--- config.mk ---
export PLATFORM = sky130hd
export DESIGN_NAME = adder_pipe
export DESIGN_NICKNAME = d
export VERILOG_FILES = /design/src/rtl/adder_pipe.sv
export SDC_FILE = /design/constraint.sdc
export NUM_CORES = 1
export LEC_CHECK = 0
export ABC_AREA = 1
export ABC_CLOCK_PERIOD_IN_PS = 2250
export BUFFER_PORTS_ARGS = -buffer_cell sky130_fd_sc_hd__buf_2
export CORE_AREA = 4 4 53 55
export DETAILED_ROUTE_END_ITERATION = 8
export DIE_AREA = 0 0 57 59
export PLACE_DENSITY = 0.79
export SYNTH_ARGS = -nofsm -noshare
export SYNTH_HDL_FRONTEND = slang
export SYNTH_SLANG_ARGS = --single-unit
export TNS_END_PERCENT = 5
--- constraint.sdc ---
create_clock -name clk -period 2.25 [get_ports clk]
set_input_delay 0.45 -clock clk [delete_from_list [all_inputs] [get_ports clk]]
set_output_delay 0.45 -clock clk [all_outputs]
set_load 0.005 [all_outputs]
--- src/rtl/adder_pipe.sv ---
// adder_pipe: pipelined M = N*K bit adder (sum = a + b + cin), one N-bit chunk
// per stage, with the chunk carry registered between stages.
//
// Optional feature: define ADDER_PIPE_SUB_EN to add the 'sub' input. With
// sub=1 the block computes a - b (b inverted chunk by chunk, carry-in forced
// to 1, cin ignored); cout=1 then means no borrow.
//
// Ports:
//   clk        rising-edge clock
//   reset      asynchronous, active-high reset
//   in_valid   operand set on a/b/cin (and sub) is valid
//   in_ready   block accepts operands this cycle (combinational)
//   a, b       M-bit unsigned operands
//   cin        carry-in to chunk 0
//   sub        (ADDER_PIPE_SUB_EN only) subtract b instead of adding it
//   out_valid  sum/cout valid (registered)
//   out_ready  downstream accepts the result this cycle
//   sum        registered result, M bits
//   cout       registered carry-out of the last chunk
module adder_pipe #(
  parameter int unsigned N = 4,
  parameter int unsigned K = 2
) (
  input  logic           clk,
  input  logic           reset,
  input  logic           in_valid,
  output logic           in_ready,
  input  logic [N*K-1:0] a,
  input  logic [N*K-1:0] b,
  input  logic           cin,
`ifdef ADDER_PIPE_SUB_EN
  input  logic           sub,
`endif
  output logic           out_valid,
  input  logic           out_ready,
  output logic [N*K-1:0] sum,
  output logic           cout
);

  localparam int unsigned M = N * K;

  // Per-stage registers. Operands and result bits keep their absolute bit
  // positions: stage s consumes bits [s*N +: N] of a/b and fills the same
  // slice of r. Untouched operand chunks ride along with their transaction.
  logic [M-1:0] a_q   [K];
  logic [M-1:0] b_q   [K];
  logic [M-1:0] r_q   [K];
  logic         c_q   [K];
  logic         v_q   [K];
  logic         sub_q [K];

  // Next-state values for every stage
  logic [M-1:0] a_d   [K];
  logic [M-1:0] b_d   [K];
  logic [M-1:0] r_d   [K];
  logic         c_d   [K];
  logic         v_d   [K];
  logic         sub_d [K];

  // Per-stage working values inside the comb loop
  logic [M-1:0] a_src;
  logic [M-1:0] b_src;
  logic [M-1:0] r_src;
  logic         c_src;
  logic         v_src;
  logic         sub_src;
  logic [N-1:0] b_chunk;
  logic [N:0]   chunk_sum;

  // Stage-0 carry-in and subtract select
  logic         sub_in;
  logic         cin_eff;

  logic         advance;

`ifdef ADDER_PIPE_SUB_EN
  assign sub_in  = sub;
  assign cin_eff = sub | cin;
`else
  assign sub_in  = 1'b0;
  assign cin_eff = cin;
`endif

  // Single global stall: the whole pipe moves only when the output slot frees
  assign advance  = ~out_valid | out_ready;
  assign in_ready = advance;

  // Chunk adders: stage s adds chunk s with the carry held by stage s-1
  always_comb begin
    a_src     = '0;
    b_src     = '0;
    r_src     = '0;
    c_src     = 1'b0;
    v_src     = 1'b0;
    sub_src   = 1'b0;
    b_chunk   = '0;
    chunk_sum = '0;
    for (int s = 0; s < K; s++) begin
      a_d[s]   = '0;
      b_d[s]   = '0;
      r_d[s]   = '0;
      c_d[s]   = 1'b0;
      v_d[s]   = 1'b0;
      sub_d[s] = 1'b0;
    end

    for (int s = 0; s < K; s++) begin
      if (s == 0) begin
        a_src   = a;
        b_src   = b;
        r_src   = '0;
        c_src   = cin_eff;
        v_src   = in_valid;
        sub_src = sub_in;
      end else begin
        a_src   = a_q[s-1];
        b_src   = b_q[s-1];
        r_src   = r_q[s-1];
        c_src   = c_q[s-1];
        v_src   = v_q[s-1];
        sub_src = sub_q[s-1];
      end

      // Subtraction inverts b chunk by chunk as the transaction moves along
      b_chunk   = b_src[s*N +: N] ^ {N{sub_src}};
      chunk_sum = {1'b0, a_src[s*N +: N]} + {1'b0, b_chunk} + (N+1)'(c_src);

      r_src[s*N +: N] = chunk_sum[N-1:0];

      a_d[s]   = a_src;
      b_d[s]   = b_src;
      r_d[s]   = r_src;
      c_d[s]   = chunk_sum[N];
      v_d[s]   = v_src;
      sub_d[s] = sub_src;
    end
  end

  // Stage registers; everything holds while the output is stalled
  always_ff @(posedge clk or posedge reset) begin
    if (reset) begin
      for (int s = 0; s < K; s++) begin
        a_q[s]   <= '0;
        b_q[s]   <= '0;
        r_q[s]   <= '0;
        c_q[s]   <= 1'b0;
        v_q[s]   <= 1'b0;
        sub_q[s] <= 1'b0;
      end
    end else if (advance) begin
      for (int s = 0; s < K; s++) begin
        a_q[s]   <= a_d[s];
        b_q[s]   <= b_d[s];
        r_q[s]   <= r_d[s];
        c_q[s]   <= c_d[s];
        v_q[s]   <= v_d[s];
        sub_q[s] <= sub_d[s];
      end
    end
  end

  // Last stage flops drive the outputs directly
  assign sum       = r_q[K-1];
  assign cout      = c_q[K-1];
  assign out_valid = v_q[K-1];

endmodule

## Yosys cells after proc, flatten, opt, wreduce, memory -nomap -nowiden

Index checks and enable logic that the tools add are counted.

- Equality and inequality tests: 0
- Reduce and logical (&&, ||, !) cells: 0
- Shifts and indexed selects: 0
- Mux-type cells: 0
- Divide/modulo/power cells: 0
- Add/sub/neg operators: 4
- Bitwise gates (word level): 2
- $lt $le $gt $ge: 0
- Multiply operators: 0

Operator list:

| operator | number |
|---|---|
| $add 4x4->5 | 2 |
| $add 5x1->5 | 2 |
| $not 1->1 | 1 |
| $or 1x1->1 | 1 |

- Register bits: 32
- Output and inout port bits: 11
- Bits in writable memories: 0
- Logic and storage cells: 14
- Bits in read-only memories: 0
- Latch bits: 0
- Memories: 0

## Depth between registers and ports, before layout

- Depth after elaboration: 2
- Mapped depth: 8

## Worst setup path after synthesis

Ideal clock, no wire load.

- Path kind: input -> register
- Start point: in a[0]
- End point: reg r_q (netlist bit r_d[1])
- Path buffers: 0
- Required time: 2.167 ns
- Cell stages on the path: 4
- Setup slack: 0.696 ns
- Data arrival time: 1.471 ns
- Library setup time: 0.083 ns
- Cell sequence: fa_1 inv_1 fa_1 o21ai_0

- Word-level cells in the longest chain between the ends: 2

Ends and longest elaborated chain:

| item | RTL line | RTL |
|---|---|---|
| from (decl) | 28 | `input logic [N*K-1:0] a,` |
| $add 4x4->5 | 126 | `chunk_sum = {1'b0, a_src[s*N +: N]} + {1'b0, b_chunk} + (N+1)'(c_src);` |
| $add 5x1->5 | 126 |  |
| to (signal, indexed assignment) | 154 | `r_q[s] <= r_d[s];` |
| to (decl) | 47 | `logic [M-1:0] r_q [K];` |

No other way between the ends.
A chain may end at the register's enable or synchronous reset.

## Worst setup path after layout

- Start point: reg v_q (netlist bit out_valid)
- End point: out in_ready

- Word-level cells in the longest chain between the ends: 2

Ends and longest elaborated chain:

| item | RTL line | RTL |
|---|---|---|
| from (decl) | 49 | `logic v_q [K];` |
| from (signal, indexed assignment) | 156 | `v_q[s] <= v_d[s];` |
| $not 1->1 | 85 | `assign advance = ~out_valid \| out_ready;` |
| $or 1x1->1 | 85 |  |
| to (decl) | 27 | `output logic in_ready,` |

No other way between the ends.

==> flow_summary_export.csv <==
group,metric,value,unit
detailed_routing,drcViolationCount,0,
sta,worst_slack,0.542,ns
grt,grt_pass1_vias,1024,
synthesis,synth_top_area_share,0.485,
synthesis,yosysSeqAreaShare,0.485,
final_layout,area.growth.synth_to_final,18.0,%
detailed_routing,vias,978,
placement,place_area,1410,um2
final_layout,fillers,220,
synthesis,synth_area,1240,um2
sta,rsz0062_at_grt,"no",
sta,clock.fmax,0.585,GHz
synthesis,ys_types,16,
die,core,2390,um2
synthesis,syn_area_per_cell,8.91,um2
pwr,p_per_area,831,nW/um2
sta,skew,0.0134,ns
grt,antenna_found_initial,0,
clock_network,htreeDepth,1,
synthesis,syn_inst,139,
pwr,peakVddDrop,0.000487,V
outcome,status,"finished clean",
setup_path,path_class,"reg -> out",
die,die_x,57,um
clock_network,clk_latency,0.31,ns
detailed_routing,routed_wl,2.31,mm
sta,whs,0.143,ns
final_layout,stdcell_area,1460,um2
die,dieArea,3360,um2
clock_network,hold_buffers,0,
grt,grt_max_degree,27,
grt,grt_usage,0.155,
synthesis,yosysWarningCount,0,
sta,setup_tns,0,ns
run,maxCapViolCount,0,
detailed_routing,antenna_left,0,
detailed_routing,drt_iter0_drc,18,
clock_network,cts_setup_buffers,0,
clock_network,cts_max_path_buffers,2,
placement,hpwl,1.77,mm
setup_path,cp_data_required_time,1.80,ns
synthesis,synth_area_leaders,"dfrtp_1, nand2_1, fa_1",
final_layout,fin_nets,204,
synthesis,async_flop_share,1.00,
sta,final.period_utilization,0.759,
grt,grt_pass1_wl,4.11,mm
placement,dp_cells,198,
synthesis,ys_top_cells_by_count,"nand2_1, dfrtp_1, inv_1, ha_1, nor2_1",
sta,setup_viol,0,
setup_path,setup.worst_path.start,"out_valid",
clock_network,cts_tree,"built",
detailed_routing,first_pass_iters,4,
clock_network,cts_buffers,3,
setup_path,endpoint_kind,"output port",
detailed_routing,avgRoutedWirePerCell,11.4,um
clock_network,path_clk_slew,0.14,ns
pwr,power.leakage,0.824,nW
clock_network,cts_root_buf,"clkbuf_4",
sta,finalHoldViolations,0,
synthesis,synth_top_area_cell,"dfrtp_1",
clock_network,cts_resized,0,
sta,tightest_slew,0.301,ns
die,start_util,0.519,
synthesis,synth-seq-cells,24,
sta,fin_crit,1.71,ns
setup_path,reg2reg_from,"a_src[4]",
setup_path,path_max_fanout,26,
placement,place_ws,0.516,ns
sta,slew_headroom,0.800,
sta,maxSlewViolCount,0,
setup_path,reg2reg_depth,4,
placement,portBuffers,31,
setup_path,cp.arrival,1.26,ns
grt,overflow,0,
placement,gp_congestion,0.729,
min_path,hp-class,"in -> async",
synthesis,synth_nets,170,
synthesis,synth_edf_count,0,
synthesis,synth_most_common_cell,"nand2_1",
clock_network,cts_sinks,24,
die,ioPinCount,32,
final_layout,antennaDiodeCount,0,
final_layout,drive_gt1_frac,0.267,
synthesis,ys.flop_type,"dfrtp_1",
die,core.rowCount,18,
final_layout,layout.cells.non_filler,202,
setup_path,cp-start-kind,"flop",
detailed_routing,vias_per_cell,4.84,
die,die_y,59,um
## metal layers
layer  GRT usage  up-vias  share of wire
met5           0        -              0
met4      0.0728        0          0.010
met3      0.0283        2          0.049
met2       0.289       21           0.54
met1       0.171      463           0.40
li1            -      492              -
## cells by family (layout without fill, tap and decap cells)
| family | after synthesis | in the layout | share of synthesized area |
|---|---|---|---|
| fa+ha+maj | 10 | 10 | 0.125 |
| buf+inv | 22 | 55 | 0.0869 |
| flops | 24 | 24 | 0.485 |
| simple gates | 70 | 70 | 0.235 |
| compound gates | 13 | 13 | 0.0677 |
## area by class of cell
cell class              count  area [um2]  area share
flip-flops and latches     24         601       0.411
multi-input cells          93         531       0.363
repair buffers             33         170       0.116
inverters                  18        70.1      0.0479
well taps                  30        37.5      0.0257
clock inverters             1        30.0      0.0205
clock buffers               3        22.5      0.0154
## where the power goes
part / internal [mW] / total (mW) / switching [mW]
logic: 0.144 / 0.333 / 0.188
registers: 0.526 / 0.575 / 0.0498
clock network: 0.180 / 0.306 / 0.126
## cell usage in the layout (no fill, tap or decap), drive strengths merged
| cell | instances |
|---|---|
| nand2 | 55 |
| buf | 33 |
| dfrtp | 24 |
| inv | 18 |
| o21ai | 10 |
| nor2 | 7 |
| nand3 | 7 |
| ha | 6 |
| fa | 4 |
| a21oi | 3 |
| clkbuf | 3 |
| or2 | 1 |
| bufinv | 1 |
## worst max-delay path: stages (launching register included)
cell	delay, ns
dfrtp_1	0.40
inv_1	0.09
nor2_4	0.05
inv_4	0.22
buf_2	0.17
## through the flow
step / util / total power, mW
2_1_floorplan: - / 0.801
3_3_place_gp: 0.590 / 0.906
3_5_place_dp: 0.590 / 0.925
4_1_cts: 0.612 / 1.23
5_1_grt: 0.612 / 1.31
6_report: 0.612 / 1.21
## flip-flops by register name, summed over array words and instances, names as in the netlist
name,count
c_src,1
v_src,1
r_d,4
sum,8
out_valid,1
a_src,4
b_src,4
cout,1
## final timing paths
path                             end  slack (ns)
max                         in_ready        0.54
min                         a_src[6]        0.14
max reg2reg                   sum[5]        0.62
min reg2reg                out_valid        0.48
max in group asynchronous     r_d[2]        1.86
min in group clk            a_src[6]        0.32
Power figures use the tool's default switching activity.
